`config.mk`:
```
export PLATFORM = sky130hd
export DESIGN_NAME = i2c_master_ctrl
export DESIGN_NICKNAME = d
export VERILOG_FILES = /design/src/rtl/i2c_pkg.sv /design/src/rtl/i2c_clk_gen.sv /design/src/rtl/i2c_master_ctrl.sv
export SDC_FILE = /design/constraint.sdc
export NUM_CORES = 1
export LEC_CHECK = 0
export CORE_MARGIN = 2
export CORE_UTILIZATION = 30
export CTS_CLUSTER_DIAMETER = 200
export DETAILED_ROUTE_END_ITERATION = 8
export RECOVER_POWER = 25
export SLEW_MARGIN = 10
export SYNTH_ARGS = -nofsm -noshare
export SYNTH_HDL_FRONTEND = slang
export SYNTH_SLANG_ARGS = --single-unit
```
`constraint.sdc`:
```
create_clock -name clk -period 1.6 [get_ports clk]
set_input_delay 0.32 -clock clk [delete_from_list [all_inputs] [get_ports clk]]
set_output_delay 0.32 -clock clk [all_outputs]
set_load 0.1 [all_outputs]
```
`src/rtl/i2c_pkg.sv`:
```
// Shared types and constants for the single-byte I2C master sequencer.
package i2c_pkg;

    typedef enum logic [3:0] {
        ST_IDLE,
        ST_START,
        ST_ADDR,
        ST_ADDR_ACK,
        ST_WR_DATA,
        ST_WR_ACK,
        ST_RD_DATA,
        ST_RD_NACK,
        ST_STOP
    } i2c_mst_state_t;

    typedef logic [1:0] phase_t;

    localparam phase_t PH_LOW0  = 2'd0;
    localparam phase_t PH_LOW1  = 2'd1;
    localparam phase_t PH_HIGH0 = 2'd2;
    localparam phase_t PH_HIGH1 = 2'd3;

    localparam int BITS_PER_BYTE = 8;

endpackage

```
`src/rtl/i2c_clk_gen.sv`:
```
// Quarter-bit timing base: a tick every CLK_DIV clocks and a wrapping 2-bit phase.
module i2c_clk_gen
    import i2c_pkg::*;
#(
    parameter int CLK_DIV = 4
) (
    input  logic   clk,
    input  logic   reset_n,
    input  logic   en,
    input  logic   clr,
    output logic   tick,
    output phase_t phase
);

    localparam int CW = (CLK_DIV > 1) ? $clog2(CLK_DIV) : 1;

    logic [CW-1:0] div_q, div_d;
    phase_t        phase_q, phase_d;

    assign tick  = en && !clr && (div_q == CW'(CLK_DIV - 1));
    assign phase = phase_q;

    always_comb begin
        // NOTE: every comb output gets a default first so no path can infer a latch.
        div_d   = div_q;
        phase_d = phase_q;
        if (clr) begin
            div_d   = '0;
            phase_d = PH_LOW0;
        end else if (tick) begin
            div_d   = '0;
            phase_d = phase_t'(phase_q + 2'd1);
        end else if (en) begin
            div_d = div_q + CW'(1);
        end
    end

    always_ff @(posedge clk or negedge reset_n) begin
        // NOTE: state uses non-blocking assignments so every flop samples pre-edge values.
        if (!reset_n) begin
            div_q   <= '0;
            phase_q <= PH_LOW0;
        end else begin
            div_q   <= div_d;
            phase_q <= phase_d;
        end
    end

endmodule

```
`src/rtl/i2c_master_ctrl.sv`:
```
// Single-byte I2C master: START, address+R/W, ACK check, one data byte, STOP.
module i2c_master_ctrl
    import i2c_pkg::*;
#(
    parameter int   CLK_DIV = 4,
    parameter logic ACK_POL = 1'b0
) (
    input  logic       clk,
    input  logic       reset_n,
    input  logic       start,
    input  logic       rw,
    input  logic [6:0] addr,
    input  logic [7:0] wdata,
    output logic       busy,
    output logic       done,
    output logic       ack_err,
    output logic [7:0] rdata,
    output logic       i2c_scl,
    output logic       i2c_sda,
    input  logic       sda_in,
    output logic       m_stop
);

    i2c_mst_state_t state_q, state_d;
    logic           busy_q, done_q, ack_err_q, rw_q, samp_q;
    logic [7:0]     rdata_q, addr_byte_q, wdata_q, rx_q;
    logic [2:0]     bit_cnt_q;
    logic           tick, accept, bit_end, last_bit, reload;
    phase_t         phase;

    i2c_clk_gen #(.CLK_DIV(CLK_DIV)) u_clk_gen (
        .clk     (clk),
        .reset_n (reset_n),
        .en      (busy_q),
        .clr     (state_q == ST_IDLE),
        .tick    (tick),
        .phase   (phase)
    );

    assign accept   = start && !busy_q;
    assign bit_end  = tick && (phase == PH_HIGH1);
    assign last_bit = (bit_cnt_q == 3'd0);
    assign reload   = (state_d != state_q) &&
                      (state_d == ST_ADDR || state_d == ST_WR_DATA || state_d == ST_RD_DATA);

    always_ff @(posedge clk or negedge reset_n) begin
        if (!reset_n) state_q <= ST_IDLE;
        else          state_q <= state_d;
    end

    always_comb begin
        state_d = state_q;
        unique case (state_q)
            ST_IDLE:     if (busy_q) state_d = ST_START;
            ST_START:    if (bit_end) state_d = ST_ADDR;
            ST_ADDR:     if (bit_end && last_bit) state_d = ST_ADDR_ACK;
            ST_ADDR_ACK: if (bit_end) begin
                             if (samp_q == ACK_POL) state_d = rw_q ? ST_RD_DATA : ST_WR_DATA;
                             else                   state_d = ST_STOP;
                         end
            ST_WR_DATA:  if (bit_end && last_bit) state_d = ST_WR_ACK;
            ST_WR_ACK:   if (bit_end) state_d = ST_STOP;
            ST_RD_DATA:  if (bit_end && last_bit) state_d = ST_RD_NACK;
            ST_RD_NACK:  if (bit_end) state_d = ST_STOP;
            ST_STOP:     if (bit_end) state_d = ST_IDLE;
            default:     state_d = ST_IDLE;
        endcase
    end

    // START/STOP drive SDA while SCL is high; every other slot only changes SDA with SCL low.
    always_comb begin
        i2c_scl = 1'b1;
        i2c_sda = 1'b1;
        m_stop  = 1'b0;
        unique case (state_q)
            ST_START: begin
                i2c_scl = (phase != PH_HIGH1);
                i2c_sda = (phase == PH_LOW0) || (phase == PH_LOW1);
            end
            ST_ADDR: begin
                i2c_scl = (phase >= PH_HIGH0);
                i2c_sda = addr_byte_q[bit_cnt_q];
            end
            ST_WR_DATA: begin
                i2c_scl = (phase >= PH_HIGH0);
                i2c_sda = wdata_q[bit_cnt_q];
            end
            ST_ADDR_ACK, ST_WR_ACK, ST_RD_DATA: i2c_scl = (phase >= PH_HIGH0);
            ST_RD_NACK: begin
                i2c_scl = (phase >= PH_HIGH0);
                i2c_sda = ~ACK_POL;
            end
            ST_STOP: begin
                i2c_scl = (phase != PH_LOW0);
                i2c_sda = (phase >= PH_HIGH0);
                m_stop  = 1'b1;
            end
            default: ;
        endcase
    end

    always_ff @(posedge clk or negedge reset_n) begin
        if (!reset_n) begin
            busy_q      <= 1'b0;
            done_q      <= 1'b0;
            ack_err_q   <= 1'b0;
            rdata_q     <= '0;
            rw_q        <= 1'b0;
            addr_byte_q <= '0;
            wdata_q     <= '0;
            rx_q        <= '0;
            samp_q      <= 1'b1;
            bit_cnt_q   <= '0;
        end else begin
            done_q <= 1'b0;
            if (accept) begin
                busy_q      <= 1'b1;
                ack_err_q   <= 1'b0;
                rw_q        <= rw;
                addr_byte_q <= {addr, rw};
                wdata_q     <= wdata;
            end
            if (state_q == ST_STOP && bit_end) begin
                busy_q <= 1'b0;
                done_q <= 1'b1;
            end
            // Bus is sampled on the tick that enters the SCL-high half of the bit.
            if (tick && phase == PH_LOW1) begin
                samp_q <= sda_in;
                if (state_q == ST_RD_DATA) rx_q <= {rx_q[6:0], sda_in};
            end
            if (bit_end && (state_q == ST_ADDR_ACK || state_q == ST_WR_ACK) && samp_q != ACK_POL)
                ack_err_q <= 1'b1;
            if (bit_end && state_q == ST_RD_NACK) rdata_q <= rx_q;
            if (reload)       bit_cnt_q <= 3'(BITS_PER_BYTE - 1);
            else if (bit_end) bit_cnt_q <= bit_cnt_q - 3'd1;
        end
    end

    assign busy    = busy_q;
    assign done    = done_q;
    assign ack_err = ack_err_q;
    assign rdata   = rdata_q;

endmodule

```
## Word-level counts from Yosys, hierarchy flattened

Index checks and enable logic that the tools add are counted.

| storage, ports and cells | value |
|---|---|
| output and inout bits | 14 |
| flip-flop bits (word level) | 48 |
| logic and storage cells | 93 |
| input port bits | 20 |

| cells by class | value |
|---|---|
| mux-type cells | 30 |
| magnitude comparators | 2 |
| reductions and logical operators | 29 |
| equal/unequal tests | 16 |
| add/sub/neg operators | 3 |

Operators by type and width:

| kind | count |
|---|---|
| $mux 4 | 9 |
| $pmux 4 s8 | 1 |
| $eq 4x3->1 const B | 6 |
| $eq 4x2->1 const B | 3 |
| $mux 2 | 6 |
| $logic_and 1x1->1 | 11 |
| $reduce_bool 2->1 | 5 |
| $mux 1 | 8 |
| $bmux 1 s3 | 2 |
| $mux 3 | 2 |
| $reduce_or 6->1 | 1 |
| $add 2x1->2 const B | 2 |
| $eq 2x2->1 const B | 2 |
| $eq 4x1->1 const B | 1 |
| $eq 4x4->1 const B | 1 |
| $logic_not 4->1 | 1 |
| $logic_or 1x1->1 | 4 |
| $lt 3x4->1 const B | 1 |
| $ne 4x4->1 | 1 |
| $pmux 1 s4 | 1 |
| $logic_not 3->1 | 1 |
| $pmux 1 s3 | 1 |
| $reduce_bool 3->1 | 1 |
| $sub 3x1->3 const B | 1 |
| other kinds (7) | 8 |

## Logic depth before layout (Yosys ltp)

| logic depth | value |
|---|---|
| word-level depth | 13 |
| gate-level depth with buffers | 6 |
| gate-level depth less buffers | 6 |

## Modules after synthesis

From an unflattened synthesis, not the netlist that was laid out.

| second synthesis, totals | value |
|---|---|
| cells, all modules | 181 |
| area, all modules | 2249.7 µm² |

Modules (own cells, without submodules):

| module | sequential area each (µm²) | instances | cells each | area each (µm²) |
|---|---|---|---|---|
| i2c_master_ctrl | 1077.3 | 1 | 162 | 2043.2 |
| i2c_clk_gen | 100.1 | 1 | 19 | 206.4 |

## Worst setup path after synthesis

Ideal clock, no wire load.

| path | value |
|---|---|
| path kind | flip-flop to output port |
| start point | register state_q[0] |
| end point | output i2c_scl |
| setup slack | -2.416 ns |
| path buffers | 1 |
| arrival | 3.696 ns |
| cell stages (with the launch flop) | 4 |
| cell sequence | dfrtp_1 > buf_6 > nor4b_2 > a21oi_1 |

| on the way | value |
|---|---|
| longest elaborated chain between the ends | 3 |

RTL lines:

| element | RTL line | text |
|---|---|---|
| from (decl) | i2c_master_ctrl.sv:24 | `i2c_mst_state_t state_q, state_d;` |
| from (signal assigned) | i2c_master_ctrl.sv:48 | `else state_q <= state_d;` |
| $eq 4x3->1 / $eq 4x2->1 (equally long branches) | i2c_master_ctrl.sv:75 | `unique case (state_q)` |
| $reduce_or 6->1 (no source line) | n/a |  |
| $pmux 1 s3 * | i2c_master_ctrl.sv:75 |  |
| to (decl) | i2c_master_ctrl.sv:18 | `output logic i2c_scl,` |

Every way passes the cells marked *; elsewhere a longest branch is shown, timed or not.

## Worst setup path in the final report

| path | value |
|---|---|
| start point | register bit_cnt_q[0] |
| end point | output i2c_sda |

| on the way | value |
|---|---|
| longest elaborated chain between the ends | 3 |

RTL lines:

| element | RTL line | text |
|---|---|---|
| from (decl) | i2c_master_ctrl.sv:27 | `logic [2:0] bit_cnt_q;` |
| from (signal assigned) | i2c_master_ctrl.sv:135 | `if (reload) bit_cnt_q <= 3'(BITS_PER_BYTE - 1);` |
| from (signal assigned) | i2c_master_ctrl.sv:136 | `else if (bit_end) bit_cnt_q <= bit_cnt_q - 3'd1;` |
| $bmux 1 s3 (on tied branches) | i2c_master_ctrl.sv:86, i2c_master_ctrl.sv:82 |  |
| $mux 1 (on tied branches) | i2c_master_ctrl.sv:86, i2c_master_ctrl.sv:82 |  |
| $pmux 1 s4 * | i2c_master_ctrl.sv:75 |  |
| to (decl) | i2c_master_ctrl.sv:19 | `output logic i2c_sda,` |

Every way passes the cells marked *; elsewhere a longest branch is shown, timed or not. The select of a mux whose other input is x is not followed.

==> flow_summary.toml <==
[clocking]
cts_tree = "done"
root_buffer = "clkbuf_8"
htreeDepth = 2
cts.sink_count = 47
clk_latency_ps = 300
clkSlewWorstSetupHoldPaths_ps = 90
clk_path_buf_depth = 2
cts_buffers = 5

[die]
rows = 31
core_um2 = 7330
die_h_um = 91.4
io_pins = 34
initial_core_util = 0.313
dieArea_um2 = 8360
die_w_um = 91.4

[logic_synthesis]
syn_area_um2 = 2290
syn_nets = 204
yosys-top-cells-area = "dfrtp_1 50%, mux2_1 16%, mux4_1 4.6%"
synth_cell_types = 42
ys_ff_latch = 47
synth_cells = 177
synth_top_area_frac = 0.502
synth_top_area_cell = "dfrtp_1"
seq_area_frac_synth = 0.513
avgSynthCellArea_um2 = 13.0
yosysWarnings = 0

[place]
hpwl_um = 3170
dp_slack_ps = -433
portBuffers = 33
place.gp.congestion = 0.767
dp_cells = 327
placed_cell_area_um2 = 3120

[global_route]
grt_overflow_total = 0
grt_first_pass_wirelength_um = 7940
grt_max_degree = 48
grt_pass1_vias = 1649
grt_usage = 0.117
antenna_found_initial = 0

[sta]
fin_skew_ps = 7.13
finalSetupViolations = 3
grt_setup_unrepaired = "true"
finalMaxSlewViolations = 0
finalHoldViolations = 0
setup_slack_ps = -627
fin_crit_sh = 1.39
fin_tns_setup_ps = -1090
hold_ws_ps = 502
tightest_slew_ps = 639
relSlewSlack = 0.574
min_period_ps = 2230
max_freq_mhz = 449

[final_layout]
final_common_cell = "dfrtp_1"
mostFrequentLayoutCells = "40 x dfrtp_1, 28 x buf_4, 19 x mux2_4, 18 x clkdlybuf4s50_1"
syn2layout_area_growth_pct = 50.6
fin_nets = 273
stdcell_area_um2 = 3450
diodes = 0
finalNonFillerCells = 346
drive_gt1_frac = 0.457

[detailed_routing]
drtAntennaViolNets = 0
drt-vias-per-instance = 4.49
firstDrtPassIters = 4
wire_per_inst_um = 13.3
drc = 0
wl_um = 4610
via_count = 1553
drt-initial-drc-count = 85

[worst_setup_path]
critPathSlowestCell = "mux4_2"
rr_worst_depth = 7
path_buf_inv = 1
cp_max_fo = 5
path_common_cell = "nand3_4"
path_class = "flop to output port"
reg2reg_slack_ps = 30
startpoint_type = "flop"
cp-end-kind = "output port"
cp_top_family = "multiplexers"
crit_chain = "mux4_2 > mux2_4 > nand3_4 > nand3_4 > buf_12"
cp_data_required_time_ps = 1280
crit_cells = 5
cp.arrival_ps = 1910
cpPeakStageDelay_ps = 520

[power]
vdd_drop_max_uv = 457
leakage_nw = 1.53
p_per_area_nw_per_um2 = 1370

[run_status]
outcome = "complete, but fails checks"
violations = "setup timing"

[hold_path]
min_path_type = "flop to flop"
whs_path_depth = 1

[flow_run]
cap_violations = 0
path summary, 6_finish.rpt:
| check | start | to |
|---|---|---|
| worst min register to register | rx_q[7] | rx_q[7] |
| worst max-delay path | bit_cnt_q[0] | i2c_sda |
| worst min-delay path | rx_q[7] | rx_q[7] |
| worst max register to register | state_q[3] | rdata[1] |
| max in group asynchronous | reset_n | busy |
| min in group asynchronous | reset_n | rx_q[3] |
kinds of logic after synthesis:
kind of cell / synth area share
flops: 0.513
buf+inv: 0.0344
xor+xnor: 0.0153
simple gates: 0.129
fa+ha+maj: 0.0382
compound gates: 0.0431
mux: 0.226
synth_stat cells:
master,instances
a211oi_1,1
a21oi_1,6
a31oi_1,1
a32oi_1,1
and2b_4,1
and3_1,1
buf_2,3
buf_4,1
buf_6,2
clkbuf_1,2
dfrtp_1,46
dfstp_2,1
ha_1,7
inv_1,7
mux2_1,33
mux2_2,2
mux2i_1,2
mux4_1,4
nand2_1,10
nand2b_1,2
nand3_1,6
nand3_2,2
nand3b_1,1
nand4_2,1
nor2_1,13
nor2_4,1
nor2b_1,1
nor2b_4,1
nor3b_1,1
nor3b_2,1
nor4_4,1
nor4b_1,2
nor4b_2,1
o211ai_1,1
o21ai_0,1
o21ai_1,2
o22ai_1,1
o311ai_1,1
o41ai_1,1
or2_1,1
xnor2_1,3
xor2_1,1
worst reg2reg max path: cells and delay by family, from the launching register on:
kind                   cells  cell delay, ps
buffers and inverters      3             400
flip-flops                 1             460
multiplexers               1             300
AND/OR/NAND/NOR            3             310
power by group:
group	leakage, nW	internal, W	switching [W]	total, W
logic	0.883	0.00108	0.00114	0.00222
registers	0.593	0.00139	0.000241	0.00163
clock network	0.0581	0.000466	0.000416	0.000882
metrics by stage:
step	util	power, W
global placement	0.425	0.00351
CTS	0.456	0.00465
finish	0.471	0.00473
floorplan	-	0.00288
detailed placement	0.425	0.00355
global route	0.471	0.00505
sequential cells by signal, indices dropped and copies added (netlist names):
signal,count
u_clk_gen.div_q,2
rx_q,8
rdata,8
wdata_q,8
bit_cnt_q,3
addr_byte_q,8
busy,1
ack_err,1
state_q,4
done,1
u_clk_gen.phase,2
samp_q,1
repair_timing:
| item | CTS | global route |
|---|---|---|
| hold buffers | 1 | 0 |
| hold endpoints to repair | 34 | 0 |
| setup buffers | 6 | 5 |
| setup endpoints to repair | 4 | 22 |
| gates cloned | 0 | 0 |
| pin swaps | 5 | 5 |
| resized for setup | 23 | 20 |
metal layers:
layer  up-vias  GRT usage  share of wire
met5         -          0              0
met4         0     0.0429         0.0069
met3         4     0.0224          0.038
met2        27      0.187           0.48
met1       757      0.157           0.47
li1        765          -              -
layout make-up:
cell class | count | area, µm²
multi-input combinational | 115 | 1210
inverter | 7 | 26.3
timing repair buffer | 70 | 790
sequential | 47 | 1190
clock inverter | 3 | 43.8
clock buffer | 5 | 68.8
fill | 654 | 3880
tap | 99 | 124
Power figures use the tool's default switching activity.
